[src/rtl/vga_timing_gen.sv]
// Raster timing source: free-running hcount/vcount with sync/blank decode and base rgb.
// Define VGA_TEST_PATTERN_EN to replace the black base colour with 8 vertical colour bars.
module vga_timing_gen #(
  parameter int unsigned H_ACTIVE  = 800,
  parameter int unsigned H_FP      = 40,
  parameter int unsigned H_SYNC    = 128,
  parameter int unsigned H_BP      = 88,
  parameter int unsigned V_ACTIVE  = 600,
  parameter int unsigned V_FP      = 1,
  parameter int unsigned V_SYNC    = 4,
  parameter int unsigned V_BP      = 23,
  parameter bit          HSYNC_POL = 1'b1,
  parameter bit          VSYNC_POL = 1'b1
) (
  input  logic        clk,
  input  logic        rst_n,
  input  logic        en_i,
  input  logic        restart_i,
  output logic        frame_start_o,
  output logic        line_start_o,
  output logic [10:0] hcount_o,
  output logic [10:0] vcount_o,
  output logic        hsync_o,
  output logic        vsync_o,
  output logic        hblnk_o,
  output logic        vblnk_o,
  output logic [11:0] rgb_o
);

  localparam int unsigned CW      = 11;
  localparam int unsigned RGBW    = 12;
  localparam int unsigned H_TOTAL = H_ACTIVE + H_FP + H_SYNC + H_BP;
  localparam int unsigned V_TOTAL = V_ACTIVE + V_FP + V_SYNC + V_BP;

  localparam logic [CW-1:0] H_LAST   = CW'(H_TOTAL - 1);
  localparam logic [CW-1:0] V_LAST   = CW'(V_TOTAL - 1);
  localparam logic [CW-1:0] HB_START = CW'(H_ACTIVE);
  localparam logic [CW-1:0] VB_START = CW'(V_ACTIVE);
  localparam logic [CW-1:0] HS_START = CW'(H_ACTIVE + H_FP);
  localparam logic [CW-1:0] HS_END   = CW'(H_ACTIVE + H_FP + H_SYNC - 1);
  localparam logic [CW-1:0] VS_START = CW'(V_ACTIVE + V_FP);
  localparam logic [CW-1:0] VS_END   = CW'(V_ACTIVE + V_FP + V_SYNC - 1);

  logic [CW-1:0] hcount_q, hcount_d;
  logic [CW-1:0] vcount_q, vcount_d;
  logic          hsync_q, hsync_d;
  logic          vsync_q, vsync_d;
  logic          hblnk_q, hblnk_d;
  logic          vblnk_q, vblnk_d;
  logic          line_start_q, line_start_d;
  logic          frame_start_q, frame_start_d;
  logic          advance_c;

  // restart wins over a held raster; otherwise the raster only moves when enabled
  assign advance_c = en_i | restart_i;

  always_comb begin
    hcount_d = hcount_q;
    vcount_d = vcount_q;
    if (restart_i) begin
      hcount_d = '0;
      vcount_d = '0;
    end else if (en_i) begin
      if (hcount_q == H_LAST) begin
        hcount_d = '0;
        vcount_d = (vcount_q == V_LAST) ? '0 : vcount_q + CW'(1);
      end else begin
        hcount_d = hcount_q + CW'(1);
      end
    end
  end

  // Decode from the next counter values so every field lands with its counter
  always_comb begin
    hblnk_d       = (hcount_d >= HB_START);
    vblnk_d       = (vcount_d >= VB_START);
    hsync_d       = ((hcount_d >= HS_START) && (hcount_d <= HS_END)) ? HSYNC_POL : ~HSYNC_POL;
    vsync_d       = ((vcount_d >= VS_START) && (vcount_d <= VS_END)) ? VSYNC_POL : ~VSYNC_POL;
    line_start_d  = advance_c && (hcount_d == '0);
    frame_start_d = advance_c && (hcount_d == '0) && (vcount_d == '0);
  end

  always_ff @(posedge clk or negedge rst_n) begin
    if (!rst_n) begin
      hcount_q      <= '0;
      vcount_q      <= '0;
      hsync_q       <= ~HSYNC_POL;
      vsync_q       <= ~VSYNC_POL;
      hblnk_q       <= 1'b0;
      vblnk_q       <= 1'b0;
      line_start_q  <= 1'b0;
      frame_start_q <= 1'b0;
    end else begin
      hcount_q      <= hcount_d;
      vcount_q      <= vcount_d;
      hsync_q       <= hsync_d;
      vsync_q       <= vsync_d;
      hblnk_q       <= hblnk_d;
      vblnk_q       <= vblnk_d;
      line_start_q  <= line_start_d;
      frame_start_q <= frame_start_d;
    end
  end

  assign hcount_o      = hcount_q;
  assign vcount_o      = vcount_q;
  assign hsync_o       = hsync_q;
  assign vsync_o       = vsync_q;
  assign hblnk_o       = hblnk_q;
  assign vblnk_o       = vblnk_q;
  assign line_start_o  = line_start_q;
  assign frame_start_o = frame_start_q;

`ifdef VGA_TEST_PATTERN_EN
  localparam int unsigned BAR_W = H_ACTIVE / 8;
  localparam int unsigned BCW   = $clog2(BAR_W + 1);
  localparam logic [BCW-1:0] BAR_LAST = BCW'(BAR_W - 1);

  logic [BCW-1:0]  bar_cnt_q, bar_cnt_d;
  logic [2:0]      bar_idx_q, bar_idx_d;
  logic [RGBW-1:0] rgb_q, rgb_d;

  function automatic logic [RGBW-1:0] bar_colour(input logic [2:0] idx);
    case (idx)
      3'd0:    bar_colour = 12'hFFF;
      3'd1:    bar_colour = 12'hFF0;
      3'd2:    bar_colour = 12'h0FF;
      3'd3:    bar_colour = 12'h0F0;
      3'd4:    bar_colour = 12'hF0F;
      3'd5:    bar_colour = 12'hF00;
      3'd6:    bar_colour = 12'h00F;
      default: bar_colour = 12'h000;
    endcase
  endfunction

  // Bar position tracks the next hcount: cleared at line start, stepped per pixel
  always_comb begin
    bar_cnt_d = bar_cnt_q;
    bar_idx_d = bar_idx_q;
    rgb_d     = rgb_q;
    if (hcount_d == '0) begin
      bar_cnt_d = '0;
      bar_idx_d = '0;
    end else if (en_i) begin
      if (bar_cnt_q == BAR_LAST) begin
        bar_cnt_d = '0;
        bar_idx_d = bar_idx_q + 3'd1;
      end else begin
        bar_cnt_d = bar_cnt_q + BCW'(1);
      end
    end
    if (advance_c) begin
      rgb_d = (hblnk_d || vblnk_d) ? '0 : bar_colour(bar_idx_d);
    end
  end

  always_ff @(posedge clk or negedge rst_n) begin
    if (!rst_n) begin
      bar_cnt_q <= '0;
      bar_idx_q <= '0;
      rgb_q     <= '0;
    end else begin
      bar_cnt_q <= bar_cnt_d;
      bar_idx_q <= bar_idx_d;
      rgb_q     <= rgb_d;
    end
  end

  assign rgb_o = rgb_q;
`else
  assign rgb_o = RGBW'(0);
`endif

endmodule

[config.mk]
export PLATFORM = sky130hd
export DESIGN_NAME = vga_timing_gen
export DESIGN_NICKNAME = d
export VERILOG_FILES = /design/src/rtl/vga_timing_gen.sv
export SDC_FILE = /design/constraint.sdc
export NUM_CORES = 1
export LEC_CHECK = 0
export ABC_AREA = 1
export CAP_MARGIN = 20
export CORE_ASPECT_RATIO = 0.8
export CORE_MARGIN = 5
export CORE_UTILIZATION = 43
export DETAILED_ROUTE_END_ITERATION = 12
export PLACE_DENSITY = 0.66
export SLEW_MARGIN = 20
export SYNTH_ARGS = -nofsm -noshare
export SYNTH_HDL_FRONTEND = slang
export SYNTH_SLANG_ARGS = --single-unit
[constraint.sdc]
create_clock -name clk -period 3.86 [get_ports clk]
set_input_delay 0.386 -clock clk [delete_from_list [all_inputs] [get_ports clk]]
set_output_delay 0.386 -clock clk [all_outputs]
set_load 0.01 [all_outputs]
# ---- Word-level counts from Yosys, hierarchy flattened
# Index checks and enable logic that the tools add are counted.
dict set report totals {
  register_bits 28
  latchBits 0
  ramBits 0
  mem_bits_ro 0
  elab_cells 34
  mem_count 0
}
dict set report op_classes {
  addsub 2
  mul 0
  n_div 0
  magnitude_cmp 6
  eq_ne 2
  shifts 0
  mux 9
  bitwise_logic 1
  n_reduce_logical 6
}
# operator n
set op_table {}
lappend op_table {{$mux W11} 7}
lappend op_table {{$ge A11 B10 Y1 const B} 4}
lappend op_table {{$add A11 B1 Y11 const B} 2}
lappend op_table {{$le A11 B10 Y1 const B} 2}
lappend op_table {{$logic_not A11 Y1} 2}
lappend op_table {{$eq A11 B10 Y1 const B} 1}
lappend op_table {{$eq A11 B11 Y1 const B} 1}
lappend op_table {{$logic_and A1 B1 Y1} 4}
lappend op_table {{$mux W1} 2}
lappend op_table {{$or A1 B1 Y1} 1}

# ---- Depth between registers and ports, before layout
# Gate-level depths: netlist of run 1.
dict set report logic_depth {
  ltp_word 8
  ltp_mapped 15
}

# ---- Worst setup path before layout of run 1
# No wires, ideal clock.
dict set report synth_timing {
  path_kind {register -> register}
  from {register hcount_q[0], in the netlist hcount_o[0]}
  to {register vsync_q, in the netlist vsync_o}
  arrival_ns 1.739
  t_required_ns 3.791
  setup_slack_ns 2.052
  stages_incl_launch_ff 14
  path_buffers 0
  synth_period_minus_slack_ns 1.808
  cell_sequence {dfrtp_1 -> ha_1 -> nand2_1 -> clkinv_1 -> nand3_4 -> nor2_8 -> nand2_1 -> nand2_1 -> nand2_1 -> nand3_2 -> or2_0 -> nor2_1 -> nand2_1 -> nor2_2}
}
dict set report synth_via {
  elab_chain_cells 7
  word_cells_on_any_way 8
  classes_between {order compare (2); eq/ne (1); mux (4); reduce/logical (1)}
}
# element line_no
set synth_rtl {}
lappend synth_rtl {{start: declaration} 44} ;# logic [CW-1:0] hcount_q, hcount_d;
lappend synth_rtl {{start signal: assignment} 94} ;# hcount_q <= hcount_d;
lappend synth_rtl {{$eq A11 B11 Y1 *} 64} ;# if (hcount_q == H_LAST) begin
lappend synth_rtl {{$mux W11 *} 64}
lappend synth_rtl {{$mux W11 *} 63} ;# end else if (en_i) begin
lappend synth_rtl {{$mux W11 *} 60} ;# if (restart_i) begin
lappend synth_rtl {{$ge A11 B10 Y1 or $le A11 B10 Y1 (tied branches)} 78} ;# vsync_d = ((vcount_d >= VS_START) && (vcount_d <= VS_END)) ? VSYNC_POL : ~VSYNC_POL;
lappend synth_rtl {{$logic_and A1 B1 Y1 *} 78}
lappend synth_rtl {{$mux W1 *} 78}
lappend synth_rtl {{net vsync_d} 47} ;# logic vsync_q, vsync_d;
lappend synth_rtl {{end signal: assignment} 88} ;# vsync_q <= ~VSYNC_POL;
lappend synth_rtl {{end signal: assignment} 97} ;# vsync_q <= vsync_d;
lappend synth_rtl {{end: declaration} 47}
# Mark *: on every way through the listed nets, which the timed path passes. The rest lies on a longest branch.

# ---- Worst setup path after layout of run 1
dict set report layout_timing {
  from {input en_i}
  to {register frame_start_q, in the netlist frame_start_o}
}
dict set report layout_via {
  elab_chain_cells 5
  word_cells_on_any_way 9
  classes_between {mux (4); bitwise (1); reduce/logical (4)}
}
# element line_no
set layout_rtl {}
lappend layout_rtl {{start: declaration} 17} ;# input logic en_i,
lappend layout_rtl {{$mux W11} 63}
lappend layout_rtl {{$mux W11} 60}
lappend layout_rtl {{$logic_not A11 Y1} 80} ;# frame_start_d = advance_c && (hcount_d == '0) && (vcount_d == '0);
lappend layout_rtl {{$logic_and A1 B1 Y1} 80}
lappend layout_rtl {{$logic_and A1 B1 Y1 *} 80}
lappend layout_rtl {{net frame_start_d} 51} ;# logic frame_start_q, frame_start_d;
lappend layout_rtl {{end signal: assignment} 101} ;# frame_start_q <= frame_start_d;
lappend layout_rtl {{end: declaration} 51}
# Marked as above.

==> impl_metrics.prom, run 1 <==
# TYPE chip_impl_metric gauge
chip_impl_metric{name="ctsHtreeMaxLevel",unit=""} 1
chip_impl_metric{name="grt_pass1_wl",unit="um"} 9522
chip_impl_metric{name="syn_avg_cell_area",unit="um^2"} 6.746
chip_impl_metric{name="holdBufCountCts",unit=""} 0
chip_impl_info{name="critical_path.cell_chain",value="clkdlybuf4s50_1 -> nand2_1 -> nor2_4 -> nand4_2 -> nand3_1 -> nand2_1 -> inv_1 -> nand2_1 -> nor2_1 -> nand3_1 -> nor2_1 -> nand2_1 -> nor2_2"} 1
chip_impl_metric{name="worst_skew_pair.late_latency",unit="ns"} 0.28
chip_impl_metric{name="drt_first_iter_violations",unit=""} 201
chip_impl_metric{name="routed_wire_length_per_instance",unit="um"} 13.27
chip_impl_metric{name="fp.dieH",unit="um"} 73.28
chip_impl_metric{name="clock-skew-final",unit="ns"} 0.005035
chip_impl_metric{name="netlist_area",unit="mm^2"} 0.002152
chip_impl_metric{name="worst-path-max-fanout",unit=""} 18
chip_impl_metric{name="post-dp-hpwl",unit="um"} 4260
chip_impl_metric{name="grt_use_total",unit="%"} 18.47
chip_impl_metric{name="finalWirelength",unit="um"} 5466
chip_impl_info{name="largest_area_contributor_in_the_netlist",value="dfrtp_1"} 1
chip_impl_metric{name="initial_core_util",unit="%"} 43.73
chip_impl_metric{name="instance_count_of_the_mapped_netlist",unit=""} 319
chip_impl_metric{name="setup_viol_count_final",unit=""} 0
chip_impl_info{name="synthTopCellsByArea",value="dfrtp_1 (33%), nand2_1 (15%), nand3_1 (7.7%)"} 1
chip_impl_metric{name="grt_max_degree",unit=""} 29
chip_impl_metric{name="cts_inserted_buffers",unit=""} 3
chip_impl_info{name="timing.critical_path.mode_cell",value="nand2_1"} 1
chip_impl_info{name="unrepaired_setup_endpoints_after_global_routing",value="false"} 1
chip_impl_metric{name="total_count_of_max_transition_violations_in_the_final_report",unit=""} 0
chip_impl_metric{name="core_region_area",unit="mm^2"} 0.004921
chip_impl_metric{name="die_x",unit="um"} 89.10
chip_impl_metric{name="instances_no_fill",unit=""} 412
chip_impl_metric{name="timing.critical_path.buf_inv",unit=""} 2
chip_impl_metric{name="max-clock-path-buffers",unit=""} 2
chip_impl_metric{name="finalWeightedCongestion",unit=""} 0.9762
chip_impl_metric{name="numPortBuffers",unit=""} 31
chip_impl_info{name="setup.worst_path.class",value="input port to flop"} 1
chip_impl_metric{name="synthArstFlopShare",unit="%"} 100.0
chip_impl_info{name="worst_setup_path_start_kind",value="input port"} 1
chip_impl_metric{name="post_route_cells_drive_above_1_share",unit="%"} 11.71
chip_impl_metric{name="design.die.area",unit="mm^2"} 0.006528
chip_impl_metric{name="grt_pass1_vias",unit=""} 1885
chip_impl_metric{name="cts_post_setup_buffers_inserted",unit=""} 0
chip_impl_info{name="status",value="finished, final reports clean"} 1
chip_impl_metric{name="cp_data_required_time",unit="ns"} 4.08
chip_impl_metric{name="layout-area-overhead-vs-synth",unit="%"} 18.43
chip_impl_metric{name="via_per_inst",unit=""} 5.029
chip_impl_metric{name="maxSlewHeadroom",unit="%"} 52.14
chip_impl_metric{name="power.leakage",unit="nW"} 1.349
chip_impl_metric{name="worst_ep_arrival_time",unit="ns"} 2.70
chip_impl_metric{name="ys_ff_latch",unit=""} 28
chip_impl_metric{name="antenna_violations_before_repair",unit=""} 0
chip_impl_metric{name="power.total",unit="uW"} 645.7
chip_impl_info{name="clock-root-buffer",value="clkbuf_8"} 1
chip_impl_metric{name="period_minus_slack",unit="ns"} 2.475
chip_impl_info{name="synth_most_common_cell",value="nand2_1"} 1
chip_impl_metric{name="critical_path.max_stage_delay",unit="ns"} 0.93
chip_impl_info{name="synth_flop_type",value="dfrtp_1"} 1
chip_impl_metric{name="io-pin-count",unit=""} 44
chip_impl_info{name="clock_tree_from_tritoncts",value="yes"} 1
chip_impl_metric{name="total_number_of_vias",unit=""} 2072
chip_impl_metric{name="synth-warning-count",unit=""} 0
chip_impl_metric{name="globalRouteOverflowTotal",unit=""} 0
chip_impl_metric{name="share_of_the_synthesized_area_in_the_top_cell_type",unit="%"} 32.56
chip_impl_metric{name="dp_cells",unit=""} 408
chip_impl_metric{name="power_density_normalized_to_cell_area",unit="mW/mm^2"} 253.4
chip_impl_metric{name="tightest_hold_margin",unit="ns"} 0.4730
chip_impl_metric{name="yosysUniqueCellTypes",unit=""} 34
chip_impl_metric{name="yosysSeqAreaShare",unit="%"} 32.56
chip_impl_metric{name="setup_tns",unit="ns"} 0
chip_impl_metric{name="tightest_slew",unit="ns"} 0.7157
chip_impl_metric{name="irDropWorstVdd",unit="mV"} 0.1760
chip_impl_metric{name="final.fill_count",unit=""} 510
chip_impl_metric{name="cts.sinks",unit=""} 28
chip_impl_metric{name="timing.fmax",unit="MHz"} 404.1
chip_impl_metric{name="cts_repair_resized_insts",unit=""} 0
chip_impl_info{name="worst_path_max_delay_cell",value="clkdlybuf4s50_1"} 1
chip_impl_metric{name="final_net_count",unit=""} 357
chip_impl_metric{name="drcViolationCount",unit=""} 0
chip_impl_metric{name="drt-pass1-iter-count",unit=""} 4
chip_impl_info{name="synth.top_cells.by_count",value="nand2_1 (84), inv_1 (43), nor2_1 (39), nand3_1 (33), dfrtp_1 (28)"} 1
chip_impl_info{name="hp-class",value="input port to asynchronous set/reset pin"} 1
chip_impl_info{name="worst_setup_path_end_kind",value="flop"} 1
chip_impl_metric{name="timing.final.hold_violations",unit=""} 0
chip_impl_info{name="kind_of_cell_with_the_highest_combined_delay_on_the_critical_path",value="simple AND/OR/NAND/NOR gates"} 1
chip_impl_metric{name="detail-route-antenna-nets",unit=""} 0
chip_impl_metric{name="rows",unit=""} 23
chip_impl_metric{name="insertedDiodeCount",unit=""} 0
chip_impl_metric{name="timing.max_cap.violations",unit=""} 0
chip_impl_metric{name="number_of_enable_type_register_cells_in_the_synthesized_netlist",unit=""} 0
chip_impl_metric{name="clk_pin_slew",unit="ns"} 0.10
chip_impl_metric{name="finalCritPeriodShare",unit="%"} 64.12
[layout by cell type, fill, tap and decap left out, drive strengths merged, types with 2 or more instances in the layout]
cell	instances
o21ai	10
nand4	14
inv	49
clkdlybuf4s50	31
nand2	90
nor2	51
nand3	40
dfrtp	28
a21oi	4
nor3	2
clkbuf	3
xor2	2
ha	2
o21bai	2
conb	12
clkinv	3
[through the flow]
step | util [%] | area (um^2) | setup WS [ns]
after floorplan | - | 2193 | 2.052
after global placement | 50.34 | 2477 | 1.139
after detailed placement | 50.34 | 2477 | 1.094
after CTS | 51.79 | 2549 | 1.393
after global routing | 51.79 | 2549 | 1.180
final | 51.79 | 2549 | 1.385
[routing by layer]
layer  up-vias  track usage (%)  wire, um
li1       1043                -         -
met1       947            29.16      2695
met2        80            26.57      2340
met3         2            2.803       399
met4         0            3.636        31
met5         -                0         0
[path summary, 6_finish.rpt]
path | from | endpoint | slack (ns) | cells past startpoint
setup reg to reg | hcount_o[0] | frame_start_o | 1.77 | 12
setup / recovery | en_i | frame_start_o | 1.39 | 13
max in group asynchronous | rst_n | hcount_o[3] | 3.12 | 2
hold / removal | rst_n | vcount_o[8] | 0.47 | 2
min in group clk | hcount_o[9] | hcount_o[9] | 0.63 | 3
hold reg to reg | hcount_o[9] | hcount_o[9] | 0.63 | 3
[kinds of logic after synthesis]
group / synth area share [%]
adders and majority gates: 1.163
buffers and inverters: 14.48
AOI/OAI and AO/OA: 4.942
xor gates and xnor gates: 0.8141
and+or+nand+nor: 45.87
other: 0.1743
DFF: 32.56
[flip-flops by register name, indices dropped and copies added, names as in the netlist]
register and flops:
hcount_o 11, vcount_o 11, frame_start_o 1, hblnk_o 1
hsync_o 1, line_start_o 1, vblnk_o 1, vsync_o 1
[where the power goes]
group | internal (mW) | switching (mW) | leakage [nW] | total, mW
combinational | 0.0372 | 0.0587 | 0.930 | 0.0959
clock | 0.139 | 0.0965 | 0.0357 | 0.235
sequential | 0.303 | 0.0114 | 0.383 | 0.314
total | 0.479 | 0.167 | 1.35 | 0.646
[worst reg2reg max path: cells and delay by family, from the launching register on]
family,cells,cell delay [ns]
compound gates,1,0.27
buf+inv,1,0.12
flops,1,0.43
fa+ha+maj,1,0.23
simple gates,9,0.93
[cell type report]
cell class                 instances  area (um^2)  share of cell area [%]
multi-input combinational        234         1181                   46.34
sequential                        28        700.7                   27.49
timing repair buffer              32        317.8                   12.47
inverter                          52        200.2                   7.855
tap                               62        77.57                   3.044
clock buffer                       3        41.29                   1.620
clock inverter                     1        30.03                   1.178
(Power assumes the default switching activity.)
==> run 2: changes to the inputs <==
--- a/config.mk
+++ b/config.mk
@@ -11,7 +11,7 @@
 export CORE_MARGIN = 5
 export CORE_UTILIZATION = 43
 export DETAILED_ROUTE_END_ITERATION = 12
-export PLACE_DENSITY = 0.66
+export PLACE_DENSITY = 0.68
 export SLEW_MARGIN = 20
 export SYNTH_ARGS = -nofsm -noshare
 export SYNTH_HDL_FRONTEND = slang
==> constraint.sdc (replaced) <==
create_clock -name clk -period 2.2 [get_ports clk]
set_input_delay 0.22 -clock clk [delete_from_list [all_inputs] [get_ports clk]]
set_output_delay 0.22 -clock clk [all_outputs]
set_load 0.01 [all_outputs]
==> run 2 against run 1 <==
Net effect:
- power grew 77%
- sequential power up 75%
- sequential cell count is the same
- global-route usage down 1.0 points
- combinational power grew 87%
- sequential share of layout area decreased by 0.52 points
- design area increased by 1.9%
- non-clock buffer count grew 4
- critical path depth down 1
- clock power up 77%
- critical endpoint unchanged
- highest routed layer unchanged
==> impl_metrics.prom, run 2 (synthesis results as in run 1) <==
# TYPE chip_impl_metric gauge
chip_impl_metric{name="ctsHtreeMaxLevel",unit=""} 1
chip_impl_metric{name="numPortBuffers",unit=""} 31
chip_impl_metric{name="timing.final.hold_violations",unit=""} 0
chip_impl_metric{name="timing.fmax",unit="MHz"} 496.7
chip_impl_metric{name="globalRouteMet3Util",unit="%"} 2.466
chip_impl_info{name="worst_setup_path_start_kind",value="flop"} 1
chip_impl_metric{name="irDropWorstVdd",unit="mV"} 0.3601
chip_impl_metric{name="total_number_of_vias",unit=""} 2141
chip_impl_metric{name="layout-area-overhead-vs-synth",unit="%"} 20.70
chip_impl_info{name="setup.worst_path.class",value="flop to flop"} 1
chip_impl_metric{name="clk_pin_slew",unit="ns"} 0.10
chip_impl_info{name="clock_tree_from_tritoncts",value="yes"} 1
chip_impl_metric{name="cts.sinks",unit=""} 28
chip_impl_metric{name="grt_use_total",unit="%"} 17.47
chip_impl_metric{name="period_minus_slack",unit="ns"} 2.013
chip_impl_metric{name="worst_ep_arrival_time",unit="ns"} 2.19
chip_impl_metric{name="final_net_count",unit=""} 361
chip_impl_metric{name="post-dp-hpwl",unit="um"} 4252
chip_impl_metric{name="globalRouteOverflowTotal",unit=""} 0
chip_impl_metric{name="detail-route-antenna-nets",unit=""} 0
chip_impl_metric{name="holdBufCountCts",unit=""} 0
chip_impl_metric{name="total_count_of_max_transition_violations_in_the_final_report",unit=""} 0
chip_impl_metric{name="cts_inserted_buffers",unit=""} 3
chip_impl_metric{name="power_density_normalized_to_cell_area",unit="mW/mm^2"} 440.1
chip_impl_metric{name="fp.dieH",unit="um"} 73.28
chip_impl_metric{name="antenna_violations_before_repair",unit=""} 0
chip_impl_info{name="hp-class",value="input port to asynchronous set/reset pin"} 1
chip_impl_metric{name="rows",unit=""} 23
chip_impl_metric{name="drt_first_iter_violations",unit=""} 177
chip_impl_metric{name="drt-pass1-iter-count",unit=""} 5
chip_impl_metric{name="power.leakage",unit="nW"} 1.366
chip_impl_info{name="worst_setup_path_end_kind",value="flop"} 1
chip_impl_metric{name="cp_data_required_time",unit="ns"} 2.38
chip_impl_metric{name="core_region_area",unit="mm^2"} 0.004921
chip_impl_metric{name="finalWeightedCongestion",unit=""} 0.9315
chip_impl_info{name="top_usage_layer",value="met1"} 1
chip_impl_metric{name="insertedDiodeCount",unit=""} 0
chip_impl_metric{name="use_met1",unit="%"} 26.94
chip_impl_metric{name="io-pin-count",unit=""} 44
chip_impl_metric{name="max-clock-path-buffers",unit=""} 2
chip_impl_metric{name="drcViolationCount",unit=""} 0
chip_impl_metric{name="finalWirelength",unit="um"} 5491
chip_impl_info{name="clock-root-buffer",value="clkbuf_8"} 1
chip_impl_metric{name="routed_wire_length_per_instance",unit="um"} 13.20
chip_impl_metric{name="timing.max_cap.violations",unit=""} 0
chip_impl_metric{name="via_per_inst",unit=""} 5.147
chip_impl_metric{name="worst-path-max-fanout",unit=""} 4
chip_impl_metric{name="finalCritPeriodShare",unit="%"} 91.51
chip_impl_metric{name="worst_skew_pair.late_latency",unit="ns"} 0.28
chip_impl_metric{name="grt_use_met2",unit="%"} 26.25
chip_impl_metric{name="finalInstanceArea",unit="mm^2"} 0.002597
chip_impl_metric{name="design.die.area",unit="mm^2"} 0.006528
chip_impl_metric{name="power.total",unit="mW"} 1.143
chip_impl_info{name="layout_common_cells",value="nand2_1 (84), inv_1 (43), nor2_1 (39), nand3_1 (32), clkdlybuf4s50_1 (31)"} 1
chip_impl_info{name="status",value="finished, final reports clean"} 1
chip_impl_metric{name="grt_pass1_vias",unit=""} 1886
chip_impl_metric{name="initial_core_util",unit="%"} 43.73
chip_impl_metric{name="grt_max_degree",unit=""} 29
chip_impl_metric{name="setup_viol_count_final",unit=""} 0
chip_impl_metric{name="post_dp_cell_area",unit="mm^2"} 0.002500
chip_impl_metric{name="grt_pass1_wl",unit="um"} 9066
chip_impl_info{name="final_common_cell",value="nand2_1"} 1
chip_impl_metric{name="die_x",unit="um"} 89.10
chip_impl_metric{name="post_route_cells_drive_above_1_share",unit="%"} 13.84
chip_impl_metric{name="clock-skew-final",unit="ns"} 0.002921
## run 2: layout make-up
| cell class | instances | area, um^2 |
|---|---|---|
| flip-flops and latches | 28 | 700.7 |
| repair buffers | 36 | 347.8 |
| well taps | 62 | 77.57 |
| clock inverters | 1 | 30.03 |
| clock buffers | 3 | 41.29 |
| multi-input cells | 234 | 1200 |
| fillers | 471 | 2323 |
| inverters | 52 | 200.2 |
## run 2: worst paths after layout
path / start / to / slack [ns] / cells after the start
min in group clk: hcount_o[9] / hcount_o[9] / 0.64 / 3
worst min-delay path: rst_n / vcount_o[8] / 0.30 / 2
worst min register to register: hcount_o[9] / hcount_o[9] / 0.64 / 3
max in group asynchronous: rst_n / vcount_o[1] / 1.62 / 2
worst max-delay path: hcount_o[1] / frame_start_o / 0.19 / 12
worst max register to register: hcount_o[1] / frame_start_o / 0.19 / 12
## run 2: what timing repair did
item / CTS / global route
buffers inserted: 0 / 1
resized for setup: 0 / 5
endpoints found under the setup margin: 0 / 5
## run 2: stage by stage
step | setup WS [ns] | TNS (ns) | cells | util [%] | hold WS [ns]
finish | 0.1868 | 0 | 416 | 52.78 | 0.3026
global route | -0.06332 | -0.1592 | 416 | 52.78 | 0.3322
CTS | 0.1095 | 0 | 415 | 52.25 | 0.3197
detailed placement | 0.04560 | 0 | 411 | 50.80 | 0.6241
global placement | 0.04277 | 0 | 411 | 50.80 | 0.6253
floorplan | 0.3921 | 0 | 330 | - | -0.07559
## run 2: worst max-delay path, cell delays in order (launching register included)
cell and delay [ns]:
dfrtp_1 0.42, ha_2 0.23, nand2_1 0.10, clkinv_1 0.13, nand2_1 0.08, nor2_2 0.14, nand3_1 0.14, o21ai_0 0.26
nand3_1 0.15, nand3_1 0.12, nor2_1 0.05, nand2_1 0.06, nor2_2 0.03
## run 2: per-layer routing
layer | part of all wire (%) | routed length (um)
met3 | 8.9 | 487
met4 | 0.56 | 31
met5 | 0 | 0
met1 | 48 | 2635
met2 | 43 | 2337
## run 2: power by group
group          switching (mW)  total [mW]  internal, mW
Clock                   0.171       0.415         0.244
Combinational           0.106       0.179        0.0731
Sequential             0.0178       0.549         0.531
Total                   0.294        1.14         0.849
